**config.mk**
```make
export PLATFORM = sky130hd
export DESIGN_NAME = spi_rx_frame
export DESIGN_NICKNAME = d
export VERILOG_FILES = /design/src/rtl/spi_rx_frame_pkg.sv /design/src/rtl/spi_rx_frame_sample_edge.sv /design/src/rtl/spi_rx_frame.sv
export SDC_FILE = /design/constraint.sdc
export NUM_CORES = 1
export LEC_CHECK = 0
export BUFFER_PORTS_ARGS = -buffer_cell sky130_fd_sc_hd__buf_4
export CAP_MARGIN = 0
export CORE_MARGIN = 2
export CORE_UTILIZATION = 40
export CTS_CLUSTER_SIZE = 8
export DETAILED_ROUTE_END_ITERATION = 6
export GPL_ROUTABILITY_DRIVEN = 0
export PLACE_DENSITY_LB_ADDON = 0.08
export SLEW_MARGIN = 40
export SYNTH_ARGS = -nofsm -noshare
export SYNTH_HDL_FRONTEND = slang
export SYNTH_SLANG_ARGS = --single-unit
```
**constraint.sdc**
```tcl
create_clock -name clk -period 5.4 [get_ports clk]
set_input_delay 0.54 -clock clk [delete_from_list [all_inputs] [get_ports clk]]
set_output_delay 0.54 -clock clk [all_outputs]
set_load 0.02 [all_outputs]
```
**src/rtl/spi_rx_frame_pkg.sv**
```systemverilog
// spi_pkg: shared types for the SPI frame receiver.
//   state_t     receiver FSM state encoding
//   spi_mode_t  latched {cpol, cpha} bus mode
//   sample_on_rise()  true when the mode samples on the rising spi_clk edge
package spi_pkg;

  typedef enum logic [1:0] {
    IDLE = 2'd0,
    RECV = 2'd1,
    DONE = 2'd2
  } state_t;

  typedef struct packed {
    logic cpol;
    logic cpha;
  } spi_mode_t;

  // Modes 0 and 3 sample on the rising edge, modes 1 and 2 on the falling edge.
  function automatic logic sample_on_rise(input spi_mode_t mode);
    return ~(mode.cpol ^ mode.cpha);
  endfunction

endpackage

```
**src/rtl/spi_rx_frame_sample_edge.sv**
```systemverilog
// spi_sample_edge: synchronises the asynchronous SPI inputs into clk and
// detects the mode-selected sampling edge plus spi_en rise/fall.
//   clk, nrst     system clock, async active-low reset
//   spi_clk       async SPI clock
//   spi_en        async chip enable
//   spi_data      async serial data
//   mode          latched {cpol, cpha}; selects rising or falling sample edge
//   sample_pulse  one-cycle pulse per sampling edge
//   sample_bit    spi_data aligned with sample_pulse
//   en_rise       one-cycle pulse on synchronised spi_en rise
//   en_fall       one-cycle pulse on synchronised spi_en fall
module spi_sample_edge
  import spi_pkg::*;
#(
  parameter int SYNC_DEPTH = 2
) (
  input  logic      clk,
  input  logic      nrst,
  input  logic      spi_clk,
  input  logic      spi_en,
  input  logic      spi_data,
  input  spi_mode_t mode,
  output logic      sample_pulse,
  output logic      sample_bit,
  output logic      en_rise,
  output logic      en_fall
);

  logic [SYNC_DEPTH-1:0] clk_sync;
  logic [SYNC_DEPTH-1:0] en_sync;
  // One stage longer than clk_sync so the data lines up with the registered
  // sample_pulse rather than with the raw synchronised clock.
  logic [SYNC_DEPTH:0]   data_sync;
  logic                  clk_d;
  logic                  en_d;
  logic                  clk_s;
  logic                  en_s;

  assign clk_s      = clk_sync[SYNC_DEPTH-1];
  assign en_s       = en_sync[SYNC_DEPTH-1];
  assign sample_bit = data_sync[SYNC_DEPTH];

  // The enable chain resets to ones: if spi_en is already high when nrst
  // releases, no rise is reported, so the first frame needs a fresh spi_en rise.
  always_ff @(posedge clk or negedge nrst) begin
    if (!nrst) begin
      clk_sync     <= '0;
      en_sync      <= '1;
      data_sync    <= '0;
      clk_d        <= 1'b0;
      en_d         <= 1'b1;
      sample_pulse <= 1'b0;
      en_rise      <= 1'b0;
      en_fall      <= 1'b0;
    end else begin
      clk_sync     <= {clk_sync[SYNC_DEPTH-2:0], spi_clk};
      en_sync      <= {en_sync[SYNC_DEPTH-2:0], spi_en};
      data_sync    <= {data_sync[SYNC_DEPTH-1:0], spi_data};
      clk_d        <= clk_s;
      en_d         <= en_s;
      sample_pulse <= sample_on_rise(mode) ? (clk_s & ~clk_d) : (~clk_s & clk_d);
      en_rise      <= en_s & ~en_d;
      en_fall      <= ~en_s & en_d;
    end
  end

endmodule

```
**src/rtl/spi_rx_frame.sv**
```systemverilog
// spi_rx_frame: parametrised SPI slave receiver delivering DATA_WIDTH x
// DATA_DEPTH bit frames through a registered valid/ready handshake.
// Optional feature macro: SPI_RX_ERRCNT_EN builds the saturating error counter;
// without it err_count is tied to zero.
//   clk, nrst     system clock, async active-low reset
//   spi_clk       async SPI clock
//   spi_en        async chip enable, active high
//   spi_data      async serial data
//   cpol, cpha    bus mode, latched on synchronised spi_en rise
//   frame_valid   frame_data holds an unconsumed frame
//   frame_ready   consumer accepts when frame_valid && frame_ready
//   frame_data    received frame, stable while frame_valid
//   overrun       one-cycle pulse: completed frame dropped, output full
//   aborted       one-cycle pulse: spi_en fell mid-frame
//   err_count     saturating count of overrun/aborted pulses
//
// state | meaning
// ------+-----------------------------------------------------------
// IDLE  | waiting for spi_en rise
// RECV  | shifting bits in, one per sampling edge
// DONE  | frame complete, ignoring edges until spi_en falls
module spi_rx_frame
  import spi_pkg::*;
#(
  parameter int DATA_WIDTH = 2,
  parameter int DATA_DEPTH = 16,
  parameter int SYNC_DEPTH = 2,
  parameter int MSB_FIRST  = 1
) (
  input  logic                             clk,
  input  logic                             nrst,
  input  logic                             spi_clk,
  input  logic                             spi_en,
  input  logic                             spi_data,
  input  logic                             cpol,
  input  logic                             cpha,
  output logic                             frame_valid,
  input  logic                             frame_ready,
  output logic [DATA_WIDTH*DATA_DEPTH-1:0] frame_data,
  output logic                             overrun,
  output logic                             aborted,
  output logic [7:0]                       err_count
);

  localparam int FRAME_BITS = DATA_WIDTH * DATA_DEPTH;
  localparam int CNT_W      = $clog2(FRAME_BITS + 1);
  localparam logic [CNT_W-1:0] LAST_CNT = CNT_W'(FRAME_BITS - 1);

  state_t                  state_q;
  state_t                  state_d;
  spi_mode_t               mode_q;
  logic [CNT_W-1:0]        bit_cnt_q;
  logic [FRAME_BITS-1:0]   shift_q;
  logic [FRAME_BITS-1:0]   shift_next;

  logic sample_pulse;
  logic sample_bit;
  logic en_rise;
  logic en_fall;

  logic cnt_clr;
  logic shift_en;
  logic frame_done;
  logic abort_evt;
  logic load;

  spi_sample_edge #(
    .SYNC_DEPTH (SYNC_DEPTH)
  ) u_sample_edge (
    .clk          (clk),
    .nrst         (nrst),
    .spi_clk      (spi_clk),
    .spi_en       (spi_en),
    .spi_data     (spi_data),
    .mode         (mode_q),
    .sample_pulse (sample_pulse),
    .sample_bit   (sample_bit),
    .en_rise      (en_rise),
    .en_fall      (en_fall)
  );

  always_comb begin
    shift_next = shift_q;
    if (MSB_FIRST != 0) begin
      shift_next = {shift_q[FRAME_BITS-2:0], sample_bit};
    end else begin
      shift_next = {sample_bit, shift_q[FRAME_BITS-1:1]};
    end
  end

  always_ff @(posedge clk or negedge nrst) begin
    if (!nrst) begin
      state_q <= IDLE;
    end else begin
      state_q <= state_d;
    end
  end

  always_comb begin
    state_d    = state_q;
    cnt_clr    = 1'b0;
    shift_en   = 1'b0;
    frame_done = 1'b0;
    abort_evt  = 1'b0;
    case (state_q)
      IDLE: begin
        if (en_rise) begin
          cnt_clr = 1'b1;
          state_d = RECV;
        end
      end
      RECV: begin
        // Bus hold time keeps an enable fall and a sampling edge apart, so
        // the fall takes priority only as a matter of form.
        if (en_fall) begin
          abort_evt = (bit_cnt_q != '0);
          state_d   = IDLE;
        end else if (sample_pulse) begin
          shift_en = 1'b1;
          if (bit_cnt_q == LAST_CNT) begin
            frame_done = 1'b1;
            state_d    = DONE;
          end
        end
      end
      DONE: begin
        if (en_fall) begin
          state_d = IDLE;
        end
      end
      default: state_d = IDLE;
    endcase
  end

  always_ff @(posedge clk or negedge nrst) begin
    if (!nrst) begin
      mode_q    <= '0;
      bit_cnt_q <= '0;
      shift_q   <= '0;
    end else if (cnt_clr) begin
      mode_q.cpol <= cpol;
      mode_q.cpha <= cpha;
      bit_cnt_q   <= '0;
      shift_q     <= '0;
    end else if (shift_en) begin
      bit_cnt_q <= bit_cnt_q + CNT_W'(1);
      shift_q   <= shift_next;
    end else if (abort_evt) begin
      shift_q <= '0;
    end
  end

  // A completing frame loads when the output slot is empty or being drained
  // in the same cycle; otherwise it is dropped and the held frame survives.
  assign load = frame_done && (!frame_valid || frame_ready);

  always_ff @(posedge clk or negedge nrst) begin
    if (!nrst) begin
      frame_valid <= 1'b0;
      frame_data  <= '0;
      overrun     <= 1'b0;
      aborted     <= 1'b0;
    end else begin
      if (load) begin
        frame_valid <= 1'b1;
        frame_data  <= shift_next;
      end else if (frame_ready) begin
        frame_valid <= 1'b0;
      end
      overrun <= frame_done && frame_valid && !frame_ready;
      aborted <= abort_evt;
    end
  end

`ifdef SPI_RX_ERRCNT_EN
  logic [7:0] err_cnt_q;

  always_ff @(posedge clk or negedge nrst) begin
    if (!nrst) begin
      err_cnt_q <= 8'd0;
    end else if ((overrun || aborted) && (err_cnt_q != 8'hFF)) begin
      err_cnt_q <= err_cnt_q + 8'd1;
    end
  end

  assign err_count = err_cnt_q;
`else
  assign err_count = 8'd0;
`endif

endmodule

```
Word level (Yosys, flattened, before mapping) --
Cells that the tools add are included.
Storage, ports and cells: bits in registers 88, input bits 8
Cells by class: add/subtract/negate cells 1, equality and inequality tests 7, muxes and demuxes 25, bitwise gates (word level) 9, reduce and logical (&&, ||, !) cells 12
Operators with widths (count):
- 31-bit 2-to-1 mux | 3
- 1-bit 2-to-1 mux | 14
- 6-bit 2-to-1 mux | 2
- 2-bit 2-to-1 mux | 5
- 6-bit by 1-bit adder with 6-bit output, second input constant | 1
- 6-bit by 5-bit == test with 1-bit output, second input constant | 1
- 2-bit case mux with 3 select lines | 1
- 6-bit nonzero test | 1
- 1-bit AND | 4
- 2-bit by 1-bit != test with 1-bit output, second input constant | 2
- 1-bit inverter | 4
- 4-bit AND reduction | 1
- 2-bit nonzero test | 2
- 1-bit logical AND | 3
- 3-bit by 1-bit != test with 1-bit output, second input constant | 1
- 3-bit by 2-bit != test with 1-bit output, second input constant | 1
- 3-bit nonzero test | 1
- 2-bit by 1-bit == test with 1-bit output, second input constant | 1
- 2-bit == test, second input constant | 1
- 1-bit logical NOT | 2
- 2-bit logical NOT | 1
- 1-bit logical OR | 1
- 1-bit XOR | 1

Longest topological paths before layout --
depth after elaboration 7, gate-level depth with buffers 6

By module --
From an unflattened synthesis, not the netlist that was laid out.
Second synthesis, totals: cell total of the unflattened synthesis 226, area, all modules 3352.0 um2
By module, submodules not included:
- spi_rx_frame | instances 1, cells an instance 208, area each 3001.6 um2, seq. area each 1901.8 um2
- spi_sample_edge | instances 1, cells an instance 18, area each 350.3 um2, seq. area each 304.0 um2

Least setup slack after synthesis --
No wires, ideal clock.
kind reg2reg, start register u_sample_edge.en_fall, end register frame_data[0], library setup time 125 ps, data arrival time 1790 ps, required time 5275 ps, slack 3485 ps, stages on the path, launching flop included 7, buffers on the path 3, period minus slack after synthesis 1915 ps, cells stage by stage dfrtp_1 nand4bb_1 clkbuf_1 or4b_1 buf_2 buf_6 mux2_4
On the way: word-level cells in the longest chain between the ends 3
Ends and longest elaborated chain:
- start: declaration | line spi_rx_frame_sample_edge.sv:26 | output logic en_fall
- start signal: assignment | line spi_rx_frame_sample_edge.sv:63 | en_fall <= ~en_s & en_d;
- 1-bit 2-to-1 mux | line spi_rx_frame.sv:115 | if (en_fall) begin
- 1-bit 2-to-1 mux | line spi_rx_frame.sv:105 | case (state_q)
- 1-bit logical AND | line spi_rx_frame.sv:155 | assign load = frame_done && (!frame_valid || frame_ready);
- end signal: assignment | line spi_rx_frame.sv:166 | frame_data <= shift_next;
- end: declaration | line spi_rx_frame.sv:39 | output logic [DATA_WIDTH*DATA_DEPTH-1:0] frame_data,
No other way between the ends. A chain may end at the register's enable or synchronous reset.

Worst setup path in the final report --
start register u_sample_edge.en_fall, end register frame_data[21]
Same word-level chain as after synthesis.

==> metrics.txt <==
# TYPE chip_impl_metric gauge
chip_impl_metric{name="p_seq_frac",unit=""} 0.557
chip_impl_metric{name="clock_sinks",unit=""} 88
chip_impl_metric{name="worst_r2r_path_depth",unit=""} 4
chip_impl_info{name="tritoncts",value="yes"} 1
chip_impl_metric{name="fin_cells",unit=""} 384
chip_impl_metric{name="wirelength",unit="µm"} 6020
chip_impl_metric{name="ios",unit=""} 51
chip_impl_metric{name="syn-instance-count",unit=""} 230
chip_impl_info{name="critical_path.cell_chain",value="nand4bb_1, or4b_2, buf_4, mux2_4"} 1
chip_impl_metric{name="avgSynthCellArea",unit="µm²"} 15.13
chip_impl_metric{name="synth-seq-cells",unit=""} 88
chip_impl_metric{name="max_slew_violation_total_from_the_final_report",unit=""} 0
chip_impl_metric{name="clock_power_share",unit=""} 0.354
chip_impl_metric{name="worst_slew_pin_slew",unit="ns"} 0.7562
chip_impl_metric{name="cp.arrival",unit="ns"} 2.73
chip_impl_metric{name="synth_edf_count",unit=""} 0
chip_impl_info{name="most_area_consuming_cells_after_synthesis",value="dfrtp_1 (61%), mux2_4 (13%), a32o_1 (8.9%)"} 1
chip_impl_metric{name="buffer_ports.inserted",unit=""} 42
chip_impl_metric{name="die_height",unit="µm"} 97.27
chip_impl_metric{name="multi_input_comb_area",unit="µm²"} 1147
chip_impl_metric{name="cts_buffers",unit=""} 9
chip_impl_info{name="holdCritPathClass",value="primary input to asynchronous set/reset pin"} 1
chip_impl_metric{name="share_of_layout_cells_above_drive_strength_1",unit=""} 0.3732
chip_impl_metric{name="design.die.area",unit="µm²"} 9461
chip_impl_metric{name="final-hold-violation-count",unit=""} 0
chip_impl_metric{name="drt_iter0_drc",unit=""} 58
chip_impl_metric{name="dpl_worst_slack",unit="ns"} 2.886
chip_impl_metric{name="grt_pass1_wl",unit="µm"} 10410
chip_impl_metric{name="timing.critical_path.fanout_max",unit=""} 27
chip_impl_metric{name="critPathRequiredTime",unit="ns"} 5.63
chip_impl_metric{name="core_region_area",unit="µm²"} 8593
chip_impl_metric{name="slew_headroom",unit=""} 0.4948
chip_impl_metric{name="crit_path_max_incr_delay",unit="ns"} 0.84
chip_impl_info{name="synthDominantAreaCellType",value="dfrtp_1"} 1
chip_impl_info{name="start_kind",value="register"} 1
chip_impl_metric{name="clk_latency",unit="ns"} 0.34
chip_impl_metric{name="comb_power_share",unit=""} 0.089
chip_impl_metric{name="grt_use_total",unit=""} 0.1384
chip_impl_metric{name="placed_cells_incl_taps",unit=""} 368
chip_impl_metric{name="initial_core_util",unit=""} 0.4049
chip_impl_metric{name="h-tree-depth",unit=""} 3
chip_impl_metric{name="synthesis.area",unit="µm²"} 3480
chip_impl_info{name="clock-root-buffer",value="clkbuf_8"} 1
chip_impl_metric{name="vias_per_cell",unit=""} 5.060
chip_impl_metric{name="wire_per_inst",unit="µm"} 15.68
chip_impl_metric{name="setup_total_negative_slack",unit="ns"} 0
chip_impl_metric{name="die-width",unit="µm"} 97.27
chip_impl_metric{name="sequential_cell_area",unit="µm²"} 2206
chip_impl_metric{name="worst_case_setup_margin_in_the_final_layout",unit="ns"} 2.904
chip_impl_metric{name="vias",unit=""} 1943
chip_impl_info{name="reg2reg_to",value="frame_data[21]$_DFFE_PN0P_"} 1
chip_impl_metric{name="cts_resized",unit=""} 0
chip_impl_metric{name="max_freq",unit="GHz"} 0.4006
chip_impl_info{name="timing.setup.critical_path_class",value="register to register"} 1
chip_impl_info{name="layout_common_cells",value="dfrtp_1 (85), buf_4 (47), a32o_1 (31), mux2_4 (30), nand2_1 (11)"} 1
chip_impl_metric{name="total_leakage_power",unit="µW"} 0.002063
chip_impl_metric{name="postCtsHoldBufs",unit=""} 0
chip_impl_info{name="critical-path-slowest-cell",value="or4b_2"} 1
chip_impl_metric{name="final-setup-viol-count",unit=""} 0
chip_impl_metric{name="antenna_cells_inserted",unit=""} 0
chip_impl_metric{name="worst_clock_skew",unit="ns"} 0.01245
chip_impl_metric{name="async_reset_ff_frac",unit=""} 1.000
chip_impl_metric{name="switching_power",unit="µW"} 318.4
chip_impl_info{name="crit_family",value="simple AND/OR/NAND/NOR gates"} 1
chip_impl_metric{name="place.detailed.hpwl",unit="µm"} 3678
chip_impl_info{name="most_common_cell_after_layout_fill_and_taps_aside",value="dfrtp_1"} 1
chip_impl_info{name="endpoint_kind",value="register"} 1
chip_impl_metric{name="drcViolationCount",unit=""} 0
chip_impl_metric{name="final.period_utilization",unit=""} 0.4623
chip_impl_metric{name="register_to_register_setup_slack",unit="ns"} 2.90
chip_impl_metric{name="synthDominantCellAreaShare",unit=""} 0.6113
chip_impl_info{name="regToRegStartpoint",value="u_sample_edge.en_fall$_DFF_PN0_"} 1
chip_impl_info{name="unrepaired_setup_endpoints_after_global_routing",value="no"} 1
chip_impl_metric{name="cp.buffers_inverters",unit=""} 1
chip_impl_info{name="yosys_most_used_dff",value="dfrtp_1"} 1
chip_impl_metric{name="drt-pass1-iter-count",unit=""} 4
chip_impl_metric{name="worst_setup_hold_path_clk_slew",unit="ns"} 0.09
chip_impl_metric{name="grt-ovfl-total",unit=""} 0
chip_impl_info{name="outcome",value="complete, no violations"} 1
chip_impl_metric{name="timing.final.crit_period",unit="ns"} 2.496
chip_impl_metric{name="antenna_found_initial",unit=""} 0
chip_impl_metric{name="yosys_synthesis_warning_count",unit=""} 0
chip_impl_metric{name="number_of_global_route_vias_before_repair",unit=""} 1956
chip_impl_metric{name="synth_cell_types",unit=""} 35
chip_impl_metric{name="cts_setup_buffers",unit=""} 0
chip_impl_metric{name="seq_area_frac_synth",unit=""} 0.6339
chip_impl_metric{name="drv_cap",unit=""} 0
chip_impl_metric{name="synthesis_to_finish_area_growth",unit="%"} 16.72
chip_impl_metric{name="power_per_cell_area",unit="nW/µm²"} 312.2
chip_impl_metric{name="utilization",unit=""} 0.4726
chip_impl_metric{name="num-fill-cells",unit=""} 786
chip_impl_metric{name="p_int",unit="µW"} 949.7
chip_impl_metric{name="clock_path_buffers",unit=""} 2
chip_impl_metric{name="antenna_left",unit=""} 0
chip_impl_metric{name="pin_count_of_the_biggest_net_entering_global_routing",unit=""} 52
chip_impl_metric{name="switching_share",unit=""} 0.2511
chip_impl_metric{name="worst_ir_drop_vdd",unit="mV"} 0.1965
chip_impl_metric{name="core.rowCount",unit=""} 34
chip_impl_metric{name="nNetsFinal",unit=""} 281
cell families (layout without fill, tap and decap cells):
| group | after synthesis | after routing | synth area share |
|---|---|---|---|
| and+or+nand+nor | 33 | 33 | 0.05502 |
| muxes | 34 | 34 | 0.1417 |
| buffers and inverters | 30 | 69 | 0.04890 |
| adders and majority gates | 2 | 2 | 0.007191 |
| DFF | 88 | 88 | 0.6339 |
| other | 1 | 8 | 0.001078 |
| AOI/OAI and AO/OA | 41 | 41 | 0.1097 |
| xor gates and xnor gates | 1 | 1 | 0.002518 |
state kept, by name, indices dropped and copies added, names as in the netlist, 2 cells and up:
register,count
bit_cnt_q,6
frame_data,32
mode_q,2
shift_q,31
state_q,2
u_sample_edge.clk_sync,2
u_sample_edge.data_sync,3
u_sample_edge.en_sync,2
layer usage:
metal,vias to the layer above,routed length [µm],global-route usage
met5,-,0,0
met4,0,44,0.06090
met3,2,195,0.03237
met2,35,2719,0.1918
met1,997,3061,0.2075
li1,909,-,-
per-stage QoR:
stage / hold WS (ns) / total power, µW / cell area (µm²)
after global placement: 0.3373 / 832.2 / 3864
final: 0.1448 / 1268 / 4061
after floorplan: 0.2444 / 791.2 / 3506
after global routing: 0.1498 / 1343 / 4061
after detailed placement: 0.3347 / 835.0 / 3864
after CTS: 0.1526 / 1291 / 4061
cells in the mapped netlist (2+ instances only):
| cell type | n |
|---|---|
| buf_2 | 4 |
| dfstp_2 | 3 |
| nor2_1 | 2 |
| or3_1 | 3 |
| nor2b_1 | 2 |
| a32o_1 | 31 |
| buf_4 | 8 |
| mux2_4 | 30 |
| mux2_2 | 2 |
| ha_1 | 2 |
| clkbuf_1 | 9 |
| nand2b_1 | 3 |
| a21oi_1 | 2 |
| nor3b_1 | 2 |
| inv_1 | 6 |
| buf_6 | 3 |
| nand3_1 | 2 |
| nand4_1 | 2 |
| dfrtp_1 | 85 |
| mux2i_1 | 2 |
| nand2_1 | 11 |
| o21ai_0 | 3 |
how the worst max path moves through the flow:
stage | startpoint | to | slack [ns] | cells after the start
finish | u_sample_edge.en_fall$_DFF_PN0_ | frame_data[21]$_DFFE_PN0P_ | 2.90 | 4
global route | u_sample_edge.en_fall$_DFF_PN0_ | frame_data[4]$_DFFE_PN0P_ | 2.78 | 4
CTS | u_sample_edge.en_fall$_DFF_PN0_ | frame_data[25]$_DFFE_PN0P_ | 2.89 | 4
detailed placement | u_sample_edge.en_fall$_DFF_PN0_ | frame_data[26]$_DFFE_PN0P_ | 2.89 | 4
global placement | u_sample_edge.en_fall$_DFF_PN0_ | frame_data[31]$_DFFE_PN0P_ | 2.95 | 4
floorplan | u_sample_edge.en_fall$_DFF_PN0_ | frame_data[0]$_DFFE_PN0P_ | 3.49 | 6
final cells by class:
type,instances,area share
clock buffers,11,0.03481
clock inverters,5,0.01386
inverters,6,0.005545
multi-input cells,119,0.2825
flip-flops and latches,88,0.5431
well taps,108,0.03327
repair buffers,47,0.08688
power by group through the flow:
stage                     combinational (µW)  sequential (µW)  clock (µW)
after floorplan                         77.9              713           0
after global placement                   114              718           0
after detailed placement                 117              718           0
after CTS                                116              706         468
after global routing                     129              710         504
final                                    113              706         449
No activity file was read; power rests on OpenSTA's default activity.
